===== config.mk =====
export PLATFORM = sky130hd
export DESIGN_NAME = gate_deadtime
export DESIGN_NICKNAME = d
export VERILOG_FILES = /design/src/rtl/gate_deadtime_pkg.sv /design/src/rtl/gate_deadtime_dt_leg.sv /design/src/rtl/gate_deadtime.sv
export SDC_FILE = /design/constraint.sdc
export NUM_CORES = 1
export LEC_CHECK = 0
export ABC_AREA = 1
export BUFFER_PORTS_ARGS = -buffer_cell sky130_fd_sc_hd__buf_2
export CORE_AREA = 2 2 99 101
export CTS_BUF_LIST = sky130_fd_sc_hd__clkbuf_8
export DETAILED_ROUTE_END_ITERATION = 10
export DIE_AREA = 0 0 101 103
export PLACE_DENSITY = 0.46
export SKIP_CTS_REPAIR_TIMING = 1
export SLEW_MARGIN = 5
export SYNTH_ARGS = -nofsm -noshare
export SYNTH_HDL_FRONTEND = slang
export SYNTH_SLANG_ARGS = --single-unit

===== constraint.sdc =====
create_clock -name clk -period 3.87 [get_ports clk]
set_clock_uncertainty 0.2 [all_clocks]
set_input_delay 0.774 -clock clk [delete_from_list [all_inputs] [get_ports clk]]
set_output_delay 0.774 -clock clk [all_outputs]
set_load 0.02 [all_outputs]

===== src/rtl/gate_deadtime_pkg.sv =====
// gate_deadtime_pkg
// Shared definitions for the gate dead-time block: the per-leg FSM state
// encoding, the default minimum dead-time and the flt_src bit layout.
package gate_deadtime_pkg;

    // Per-leg state. StUOn/StLOn drive the upper/lower gate of the leg.
    typedef enum logic [1:0] {
        StOff = 2'd0,
        StDt  = 2'd1,
        StUOn = 2'd2,
        StLOn = 2'd3
    } leg_state_t;

    // Default minimum dead-time in clk cycles.
    localparam int unsigned MIN_DT_DEF = 2;

    // flt_src layout: [FLT_GLOBAL] global fault, [FLT_COL_MSB:FLT_COL_LSB] per-gate desat.
    localparam int unsigned FLT_GLOBAL  = 4;
    localparam int unsigned FLT_COL_MSB = 3;
    localparam int unsigned FLT_COL_LSB = 0;

endpackage


===== src/rtl/gate_deadtime_dt_leg.sv =====
// dt_leg
// One half-bridge leg: OFF / DT / U_ON / L_ON state machine with a dead-time
// counter. A gate is only ever driven after a full dead-time with both gates
// low, so the two gates of the leg can never overlap or abut.
//
// Ports
//   clk          system clock, rising edge
//   rst          synchronous active-high reset
//   i_force_off  lockout/fault: force OFF and drop both gates on the next edge
//   i_req_up     raw upper gate request
//   i_req_lo     raw lower gate request
//   i_dt_cfg     dead-time in cycles, latched on DT entry
//   o_g_up       registered upper gate drive
//   o_g_lo       registered lower gate drive
module dt_leg
    import gate_deadtime_pkg::*;
#(
    parameter int unsigned DT_W   = 8,
    parameter int unsigned MIN_DT = MIN_DT_DEF
) (
    input  logic            clk,
    input  logic            rst,
    input  logic            i_force_off,
    input  logic            i_req_up,
    input  logic            i_req_lo,
    input  logic [DT_W-1:0] i_dt_cfg,
    output logic            o_g_up,
    output logic            o_g_lo
);

    localparam logic [DT_W-1:0] MIN_DT_V = DT_W'(MIN_DT);

    leg_state_t      r_state;
    leg_state_t      w_state_d;
    logic [DT_W-1:0] r_cnt;
    logic [DT_W-1:0] w_cnt_d;
    logic [DT_W-1:0] r_dt;
    logic [DT_W-1:0] w_dt_d;
    logic            r_tgt_up;
    logic            w_tgt_up_d;
    logic            r_g_up;
    logic            r_g_lo;

    logic            w_up_only;
    logic            w_lo_only;
    logic [DT_W-1:0] w_dt_eff;

    assign w_up_only = i_req_up & ~i_req_lo;
    assign w_lo_only = i_req_lo & ~i_req_up;
    assign w_dt_eff  = (i_dt_cfg < MIN_DT_V) ? MIN_DT_V : i_dt_cfg;

    always_comb begin
        w_state_d  = r_state;
        w_cnt_d    = r_cnt;
        w_dt_d     = r_dt;
        w_tgt_up_d = r_tgt_up;

        case (r_state)
            StOff: begin
                if (w_up_only || w_lo_only) begin
                    w_state_d  = StDt;
                    w_tgt_up_d = w_up_only;
                    w_cnt_d    = '0;
                    w_dt_d     = w_dt_eff;
                end
            end
            StDt: begin
                // Equality stop: an all-ones dead-time counts fully, never wraps.
                if (r_cnt == r_dt) begin
                    if (r_tgt_up && w_up_only) begin
                        w_state_d = StUOn;
                    end else if (!r_tgt_up && w_lo_only) begin
                        w_state_d = StLOn;
                    end else begin
                        w_state_d = StOff;
                    end
                end else begin
                    w_cnt_d = r_cnt + 1'b1;
                end
            end
            StUOn: begin
                // A direct hand-over to the opposite gate still passes through
                // a full dead-time, just without an extra OFF cycle.
                if (w_lo_only) begin
                    w_state_d  = StDt;
                    w_tgt_up_d = 1'b0;
                    w_cnt_d    = '0;
                    w_dt_d     = w_dt_eff;
                end else if (!w_up_only) begin
                    w_state_d = StOff;
                end
            end
            StLOn: begin
                if (w_up_only) begin
                    w_state_d  = StDt;
                    w_tgt_up_d = 1'b1;
                    w_cnt_d    = '0;
                    w_dt_d     = w_dt_eff;
                end else if (!w_lo_only) begin
                    w_state_d = StOff;
                end
            end
            default: begin
                w_state_d = StOff;
            end
        endcase

        if (i_force_off) begin
            w_state_d = StOff;
        end
        if (w_state_d != StDt) begin
            w_cnt_d = '0;
        end
    end

    always_ff @(posedge clk) begin
        if (rst) begin
            r_state  <= StOff;
            r_cnt    <= '0;
            r_dt     <= '0;
            r_tgt_up <= 1'b0;
            r_g_up   <= 1'b0;
            r_g_lo   <= 1'b0;
        end else begin
            r_state  <= w_state_d;
            r_cnt    <= w_cnt_d;
            r_dt     <= w_dt_d;
            r_tgt_up <= w_tgt_up_d;
            r_g_up   <= (w_state_d == StUOn);
            r_g_lo   <= (w_state_d == StLOn);
        end
    end

    assign o_g_up = r_g_up;
    assign o_g_lo = r_g_lo;

endmodule


===== src/rtl/gate_deadtime.sv =====
// gate_deadtime
// Dead-time inserting gate driver for two half-bridge legs with a global
// fault lockout. Leg A is k_req[1:0] (upper/lower), leg B is k_req[3:2].
//
// Ports
//   clk        system clock, rising edge
//   rst        synchronous active-high reset, overrides everything
//   k_req      raw PWM gate requests
//   dt_cfg     dead-time in cycles (values below MIN_DT act as MIN_DT)
//   fault      global fault, active-high
//   col        per-gate desaturation feedback, active-high
//   fault_clr  single-cycle lockout clear request
//   g          registered gate drives
//   locked     high while in lockout
//   flt_src    latched fault cause: [4] global fault, [3:0] desat per gate
//   st_err     registered pulse for each cycle a leg has both requests high
//
// Build option: define GATE_DESAT_FILTER_EN to require col[i] high for four
// consecutive cycles while g[i]=1 before it trips; otherwise one cycle trips.
module gate_deadtime
    import gate_deadtime_pkg::*;
#(
    parameter int unsigned DT_W   = 8,
    parameter int unsigned MIN_DT = MIN_DT_DEF
) (
    input  logic            clk,
    input  logic            rst,
    input  logic [3:0]      k_req,
    input  logic [DT_W-1:0] dt_cfg,
    input  logic            fault,
    input  logic [3:0]      col,
    input  logic            fault_clr,
    output logic [3:0]      g,
    output logic            locked,
    output logic [4:0]      flt_src,
    output logic            st_err
);

    logic [3:0] w_g;
    logic [3:0] w_col_hit;
    logic [3:0] w_col_flt;
    logic [4:0] w_src;
    logic       w_trip;
    logic       w_force_off;
    logic       w_shoot;

    logic       r_locked;
    logic [4:0] r_flt_src;
    logic       r_st_err;

    // Desat only means something while the gate is actually driven.
    assign w_col_hit = col & w_g;

`ifdef GATE_DESAT_FILTER_EN
    logic [3:0][1:0] r_filt;

    always_ff @(posedge clk) begin
        for (int i = 0; i < 4; i++) begin
            if (rst || !w_col_hit[i]) begin
                r_filt[i] <= 2'd0;
            end else if (r_filt[i] != 2'd3) begin
                r_filt[i] <= r_filt[i] + 2'd1;
            end
        end
    end

    // Three qualified cycles already counted, this is the fourth.
    always_comb begin
        w_col_flt = '0;
        for (int i = 0; i < 4; i++) begin
            w_col_flt[i] = w_col_hit[i] & (r_filt[i] == 2'd3);
        end
    end
`else
    assign w_col_flt = w_col_hit;
`endif

    always_comb begin
        w_src = '0;
        w_src[FLT_GLOBAL] = fault;
        w_src[FLT_COL_MSB:FLT_COL_LSB] = w_col_flt;
    end

    assign w_trip      = |w_src;
    assign w_force_off = r_locked | w_trip;
    assign w_shoot     = (k_req[0] & k_req[1]) | (k_req[2] & k_req[3]);

    dt_leg #(
        .DT_W   (DT_W),
        .MIN_DT (MIN_DT)
    ) u_leg_a (
        .clk         (clk),
        .rst         (rst),
        .i_force_off (w_force_off),
        .i_req_up    (k_req[0]),
        .i_req_lo    (k_req[1]),
        .i_dt_cfg    (dt_cfg),
        .o_g_up      (w_g[0]),
        .o_g_lo      (w_g[1])
    );

    dt_leg #(
        .DT_W   (DT_W),
        .MIN_DT (MIN_DT)
    ) u_leg_b (
        .clk         (clk),
        .rst         (rst),
        .i_force_off (w_force_off),
        .i_req_up    (k_req[2]),
        .i_req_lo    (k_req[3]),
        .i_dt_cfg    (dt_cfg),
        .o_g_up      (w_g[2]),
        .o_g_lo      (w_g[3])
    );

    always_ff @(posedge clk) begin
        if (rst) begin
            r_locked  <= 1'b0;
            r_flt_src <= '0;
            r_st_err  <= 1'b0;
        end else begin
            // A live source always beats a clear request.
            if (w_trip) begin
                r_locked  <= 1'b1;
                r_flt_src <= r_flt_src | w_src;
            end else if (r_locked && fault_clr) begin
                r_locked  <= 1'b0;
                r_flt_src <= '0;
            end
            // Requests are ignored while locked, including the overlap check.
            r_st_err <= w_shoot & ~r_locked;
        end
    end

    assign g       = w_g;
    assign locked  = r_locked;
    assign flt_src = r_flt_src;
    assign st_err  = r_st_err;

endmodule


==> metrics.cfg, run 1 <==
[global_routing]
top_usage_layer=met2
grt_pass1_wl_um=10900
grt_pass1_vias=2370
grt_overflow_total=0
grt_max_degree=23
grt_antenna_before_repair=0
grt_util_met2_pct=23.4
grtUsageTotal_pct=13.2
use_met3_pct=2.24
grtUsageMet1_pct=16.5

[critical_path]
cp.arrival_ns=2.26
startpoint_type=primary input
crit_fanout=14
path_class=in -> reg
cp-end-kind=flip-flop
required_ns=3.91

[synthesis]
synth-compound-area-share_pct=13.6
yosysSeqAreaShare_pct=35.8
synth_top_family_by_area=simple AND/OR/NAND/NOR gates
avgSynthCellArea_um2=7.11
synth-seq-cells=49
synth_edf_count=0
netlist_area_um2=2740
syn_nets=414
synth_simple_gate_area_share_pct=33.5
synth_xor_area_share_pct=2.87
synth_mux_area_share_pct=0
yosysWarnings=0
ys_async_sr_fraction_pct=0
yosys.area_share.adder_pct=3.65
synth_ff_type=dfxtp_1
synthCells=386
yosysUniqueCellTypes=40

[clock_network]
cts_tree=done
cts.clk_slew.worst_paths_ns=0.09
cts_sinks=49
htree_num_levels=2
insertion_delay_ns=0.31
cts_buffers=5
cts_root_buffer=clkbuf_8
clockBufferDepth=2

[power_and_ir_drop]
power_frac_clock_pct=35.1
p_leak_nw=1.34
vdd_drop_max_uv=132
p_sw_mw=0.316
power_density_nw_per_um2=361
netSwitchingFraction_pct=28.3
combPwrFrac_pct=16.3
p_seq_share_pct=48.6
intPower_mw=0.801

[floorplanning]
coreArea_um2=9460
io_pins=31
die_width_um=101
start_util_pct=29.0
std_cell_rows=36
die_area_um2=10400
die_h_um=103

[sta]
tightest_slew_ns=0.642
rsz0062_at_grt=no
fin_crit_ns=2.22
slew_violations=0
finalSetupViolations=0
tns_ns=0
final_hold_viol_count=0
slew_headroom_pct=57.1
timing.final.crit_share_pct=57.3
max_freq_mhz=451

[placement]
numPortBuffers=30
placed_cells=521
place_congestion=0.863
dp_hpwl_um=5000

[route]
drt_first_pass_iters=4
detail_route.iter0.violations=75
vias=2383
ant_nets=0
post_drt_wl_per_cell_um=12.3
drc_errors=0
totalWireLength_um=6530
vias_per_cell=4.50

[layout]
instances_no_fill=529
fin_nets=442
diodes=0
fill_cells=1042
drive_gt1_share_pct=20.2
syn_to_final_growth_pct=12.7

[flow_run]
max_cap_violations=0

[outcome]
status=finished, final reports clean

[worst_hold_path]
hp-class=reg -> reg

==> kinds of logic (layout without fill, tap and decap cells) <==
family                   count (synthesis)  in the layout
AO/OA/AOI/OAI                           60             60
XOR/XNOR                                 9              9
adder cells (fa/ha/maj)                  8              8
buffers and inverters                   69             98
flip-flops                              49             49
AND/OR/NAND/NOR                        191            191
==> power by group through the flow <==
stage	Clock, mW	Combinational [mW]	Sequential (mW)
2_1_floorplan	0	0.139	0.553
3_3_place_gp	0	0.181	0.555
3_5_place_dp	0	0.183	0.554
4_1_cts	0.403	0.184	0.543
5_1_grt	0.421	0.208	0.547
6_report	0.392	0.182	0.543
==> critical path, stage by stage <==
cell and delay, ns:
buf_2 0.10, inv_1 0.04, ha_1 0.21, nor2_1 0.14
nand2_1 0.12, o211ai_4 0.15, nor2_2 0.12, inv_2 0.20
nand4_2 0.23, nor2_1 0.16
==> cell usage after synthesis (2+ instances only) <==
library cell  count  area, um2
ha_1              8        100
inv_1            45        169
a21oi_1          16       80.1
nand2_2           4       25.0
nand2_1          83        312
buf_4             4       30.0
nor3b_1           2       15.0
or2_0             3       18.8
buf_6             2       22.5
o21bai_1          2       15.0
nand3_1          21        105
nand4_1           9       56.3
o21ai_0          16       80.1
nand3_2           3       30.0
nor2_2            4       25.0
dfxtp_1          49        981
a21oi_2           7       61.3
nor2_1           45        169
xor2_1            6       52.6
nor3_1            4       20.0
o21ai_1          13       65.1
inv_2            13       48.8
nand2_4           4       45.0
nor2_4            4       45.0
clkbuf_1          2       7.51
xnor2_1           3       26.3
==> layout by cell type (no fill, tap or decap), types with 2 or more instances in the layout <==
| cell | count |
|---|---|
| nand2_4 | 4 |
| inv_1 | 45 |
| nand2_1 | 83 |
| nor2_2 | 4 |
| xor2_1 | 6 |
| o21ai_0 | 16 |
| o21bai_1 | 2 |
| nand2_2 | 4 |
| nand3_1 | 21 |
| buf_2 | 30 |
| nor2_4 | 4 |
| nor3_1 | 4 |
| nand3_2 | 3 |
| o21ai_1 | 13 |
| a21oi_2 | 7 |
| a21oi_1 | 16 |
| nand4_1 | 9 |
| nor3b_1 | 2 |
| inv_2 | 13 |
| clkbuf_8 | 6 |
| nor2_1 | 45 |
| ha_1 | 8 |
| xnor2_1 | 3 |
| or2_0 | 3 |
| dfxtp_1 | 49 |
==> layout make-up <==
type / count / area [um2] / share of cell area [%]
Multi-Input combinational cell: 268 / 1470 / 47.6
Sequential cell: 49 / 981 / 31.7
Inverter: 60 / 226 / 7.32
Timing Repair Buffer: 30 / 150 / 4.86
Tap cell: 114 / 143 / 4.61
Clock buffer: 6 / 82.6 / 2.67
Clock inverter: 2 / 37.5 / 1.21
==> flip-flops by register name, indices dropped and copies added (netlist names) <==
signal,count
flt_src,5
u_leg_a.r_dt,8
u_leg_b.r_dt,8
u_leg_a.r_state,2
st_err,1
u_leg_b.o_g_lo,1
u_leg_b.r_state,2
u_leg_b.o_g_up,1
u_leg_b.r_cnt,8
u_leg_b.r_tgt_up,1
u_leg_a.r_cnt,8
locked,1
u_leg_a.r_tgt_up,1
u_leg_a.o_g_lo,1
u_leg_a.o_g_up,1
==> path summary, 6_finish.rpt <==
kind | start | endpoint | slack [ns] | cells after the start
hold reg to reg | flt_src[1] | flt_src[1] | 0.27 | 2
hold / removal | flt_src[1] | flt_src[1] | 0.27 | 2
setup reg to reg | u_leg_b.o_g_up | u_leg_a.r_cnt[4] | 1.99 | 9
setup / recovery | k_req[0] | u_leg_a.r_cnt[4] | 1.65 | 10
==> metrics by stage <==
stage | hold WS [ns] | power, mW | setup slack (ns) | util (%) | instance area [um2]
after floorplan | 0.239 | 0.692 | 1.69 | - | 2740
after global placement | 0.240 | 0.737 | 1.41 | 31.4 | 2970
after detailed placement | 0.247 | 0.737 | 1.33 | 31.4 | 2970
after CTS | 0.271 | 1.13 | 1.65 | 32.7 | 3090
after global routing | 0.299 | 1.18 | 1.46 | 32.7 | 3090
final | 0.266 | 1.12 | 1.65 | 32.7 | 3090
==> layer usage <==
metal / vias up / share of wire [%] / routed length, um
met4: 0 / 1.3 / 84
met1: 1063 / 48 / 3110
met5: - / 0 / 0
li1: 1281 / - / -
met3: 10 / 2.5 / 166
met2: 29 / 48 / 3170
(Power assumes the default switching activity.)
==> run 2: changes to the inputs <==
Settings changed: PLACE_DENSITY 0.46 to 0.47.
Clock period 3.87 ns to 1.82 ns, I/O delays scaled along.
==> run 2 against run 1 <==
First-iteration DRC count decreased by 12%. Die area unchanged. Register-to-register slack got worse by 1.9 ns. Worst hold slack got worse by 0.15 ns. Clock power increased by 73%. Sequential share of layout area decreased by 2.3 points. Critical endpoint is now u_leg_a.r_cnt[2]. Global-route usage increased by 0.20 points.
==> metrics.cfg, run 2 (same netlist as run 1, synthesis figures left out) <==
[global_routing]
grt_pass1_vias=2453  ; was 2370
grt_pass1_wl_um=11100  ; was 10900 um
grtUsageTotal_pct=13.4  ; was 13.2%
grt_max_degree=22  ; was 23
grt_antenna_before_repair=0  ; unchanged
grt_overflow_total=0  ; unchanged

[flow_run]
max_cap_violations=0  ; unchanged

[outcome]
status=finished, final reports clean  ; unchanged

[route]
vias_per_cell=4.51  ; was 4.50
ant_nets=0  ; unchanged
detail_route.iter0.violations=66  ; was 75
drc_errors=0  ; unchanged
totalWireLength_um=6640  ; was 6530 um
drt_first_pass_iters=5  ; was 4
post_drt_wl_per_cell_um=11.9  ; was 12.3 um
vias=2523  ; was 2383

[layout]
syn_to_final_growth_pct=22.4  ; was 12.7%
fin_nets=473  ; was 442
drive_gt1_share_pct=28.9  ; was 20.2%
seqCellArea_um2=987  ; was 981 um2
layout_commonest_cell=nand2_1  ; unchanged
stdcell_area_um2=3360  ; was 3090 um2
instances_no_fill=560  ; was 529
multiInputGateArea_um2=1510  ; was 1470 um2
fill_cells=1048  ; was 1042
most-common-layout-cells=nand2_1, inv_1, dfxtp_1  ; was nand2_1, dfxtp_1, inv_1, nor2_1, buf_2
diodes=0  ; unchanged

[sta]
timing.final.crit_share_pct=92.7
setup_ws_ns=0.132  ; was 1.65 ns
rsz0062_at_grt=yes  ; was no
max_freq_mhz=593
final_hold_viol_count=0  ; unchanged
finalSetupViolations=0  ; unchanged
tns_ns=0  ; unchanged
tightest_slew_ns=0.381  ; was 0.642 ns
slew_headroom_pct=74.4  ; was 57.1%
fin_crit_ns=1.69
slew_violations=0  ; unchanged

[worst_hold_path]
hold_depth=2  ; unchanged
min_delay_worst_endpoint=flt_src[4]  ; was flt_src[1]
hp-class=in -> reg  ; was reg -> reg
hp-start=fault  ; was flt_src[1]

[placement]
place_congestion=0.876  ; was 0.863
placed_cells=550  ; was 521
dpl-instance-area_um2=3200  ; was 2970 um2
dp_hpwl_um=5240  ; was 5000 um
pre_cts_ws_ns=-0.227  ; was 1.33 ns
numPortBuffers=30  ; unchanged

[power_and_ir_drop]
p_leak_nw=1.50  ; was 1.34 nW
vdd_drop_max_uv=277  ; was 132 uV
finalPower_mw=2.29  ; was 1.12 mW
netSwitchingFraction_pct=30.9  ; was 28.3%
power_frac_clock_pct=29.6  ; was 35.1%
combPwrFrac_pct=19.9  ; was 16.3%
p_sw_mw=0.707  ; was 0.316 mW
intPower_mw=1.58  ; was 0.801 mW
p_seq_share_pct=50.5  ; was 48.6%
power_density_nw_per_um2=681  ; was 361 nW/um2

[floorplanning]
die_h_um=103  ; unchanged
io_pins=31  ; unchanged
std_cell_rows=36  ; unchanged
coreArea_um2=9460  ; unchanged
die_area_um2=10400  ; unchanged
start_util_pct=29.0  ; unchanged
die_width_um=101  ; unchanged

[clock_network]
clockBufferDepth=2  ; unchanged
cts.clk_slew.worst_paths_ns=0.10  ; was 0.09 ns
cts_buffers=5  ; unchanged
cts_root_buffer=clkbuf_8  ; unchanged
htree_num_levels=2  ; unchanged
cts_tree=done  ; unchanged
cts_sinks=49  ; unchanged
insertion_delay_ns=0.31  ; about the same

[critical_path]
worstReg2RegStart=u_leg_a.r_cnt[1]  ; was u_leg_b.o_g_up
required_ns=1.83  ; was 3.91 ns
startpoint_type=flip-flop  ; was primary input
cp.arrival_ns=1.70  ; was 2.26 ns
reg2reg_to=u_leg_a.r_cnt[2]  ; was u_leg_a.r_cnt[4]
crit_fanout=9  ; was 14
reg2regPathDepth=10  ; was 9
path_class=reg -> reg  ; was in -> reg
rrSetupSlack_ns=0.13  ; was 1.99 ns
cp-end-kind=flip-flop  ; unchanged

-- run 2: changes by cell type in the layout (fill, tap and decap cells not counted), moves of 2 or more --
| cell | delta |
|---|---|
| nand2_2 | +2 |
| nor2_1 | -2 |
| dfxtp_1 | -5 |
| dfxtp_2 | +5 |
| nor2_2 | +2 |
| buf_4 | +30 |
| nand2_1 | -2 |
| clkinv_4 | +2 |
-- run 2: worst max-delay path by stage --
stage	from	endpoint	slack (ns)	cells past startpoint
floorplan	k_req[2]	u_leg_b.r_dt[3]	0.05	9
global placement	k_req[0]	u_leg_a.r_cnt[6]	-0.16	10
detailed placement	k_req[0]	u_leg_a.r_cnt[2]	-0.23	10
CTS	u_leg_b.o_g_lo	u_leg_a.r_cnt[2]	0.04	9
global route	u_leg_a.r_state[1]	u_leg_a.r_dt[4]	-0.008	8
finish	u_leg_a.r_cnt[1]	u_leg_a.r_cnt[2]	0.13	10
-- run 2: per-layer routing --
| layer | track usage [%] | part of all wire, % | up-vias |
|---|---|---|---|
| li1 | - | - | 1344 |
| met1 | 17.1 | 48 | 1140 |
| met2 | 23.2 | 48 | 30 |
| met3 | 2.64 | 2.5 | 9 |
| met4 | 3.64 | 1.2 | 0 |
| met5 | 0 | 0 | - |
-- run 2: power groups by stage --
stage	sequential (mW)	combinational (mW)	clock (mW)
global placement	1.18	0.442	0
CTS	1.16	0.448	0.710
finish	1.15	0.456	0.677
detailed placement	1.18	0.446	0
global route	1.16	0.512	0.761
floorplan	1.18	0.295	0
-- run 2: layout make-up --
class                   instances  area share (%)
flip-flops and latches         49            29.4
repair buffers                 61            11.8
well taps                     114            4.25
inverters                      60            6.82
multi-input cells             268            45.0
clock buffers                   5            2.05
clock inverters                 3           0.671
-- run 2: critical path, stage by stage (launching register included) --
cell	delay (ns)
dfxtp_1	0.43
inv_1	0.08
nand2_1	0.06
nand2_1	0.06
nor2_2	0.11
nand3_2	0.12
nor2_4	0.17
nor2_8	0.07
nand2_1	0.08
xor2_1	0.15
nor2_1	0.06
-- run 2: metrics by stage --
| step | hold WS, ns | utilization, % |
|---|---|---|
| 2_1_floorplan | 0.239 | - |
| 3_3_place_gp | 0.239 | 33.8 |
| 3_5_place_dp | 0.240 | 33.8 |
| 4_1_cts | 0.0864 | 34.8 |
| 5_1_grt | 0.107 | 35.5 |
| 6_report | 0.112 | 35.5 |
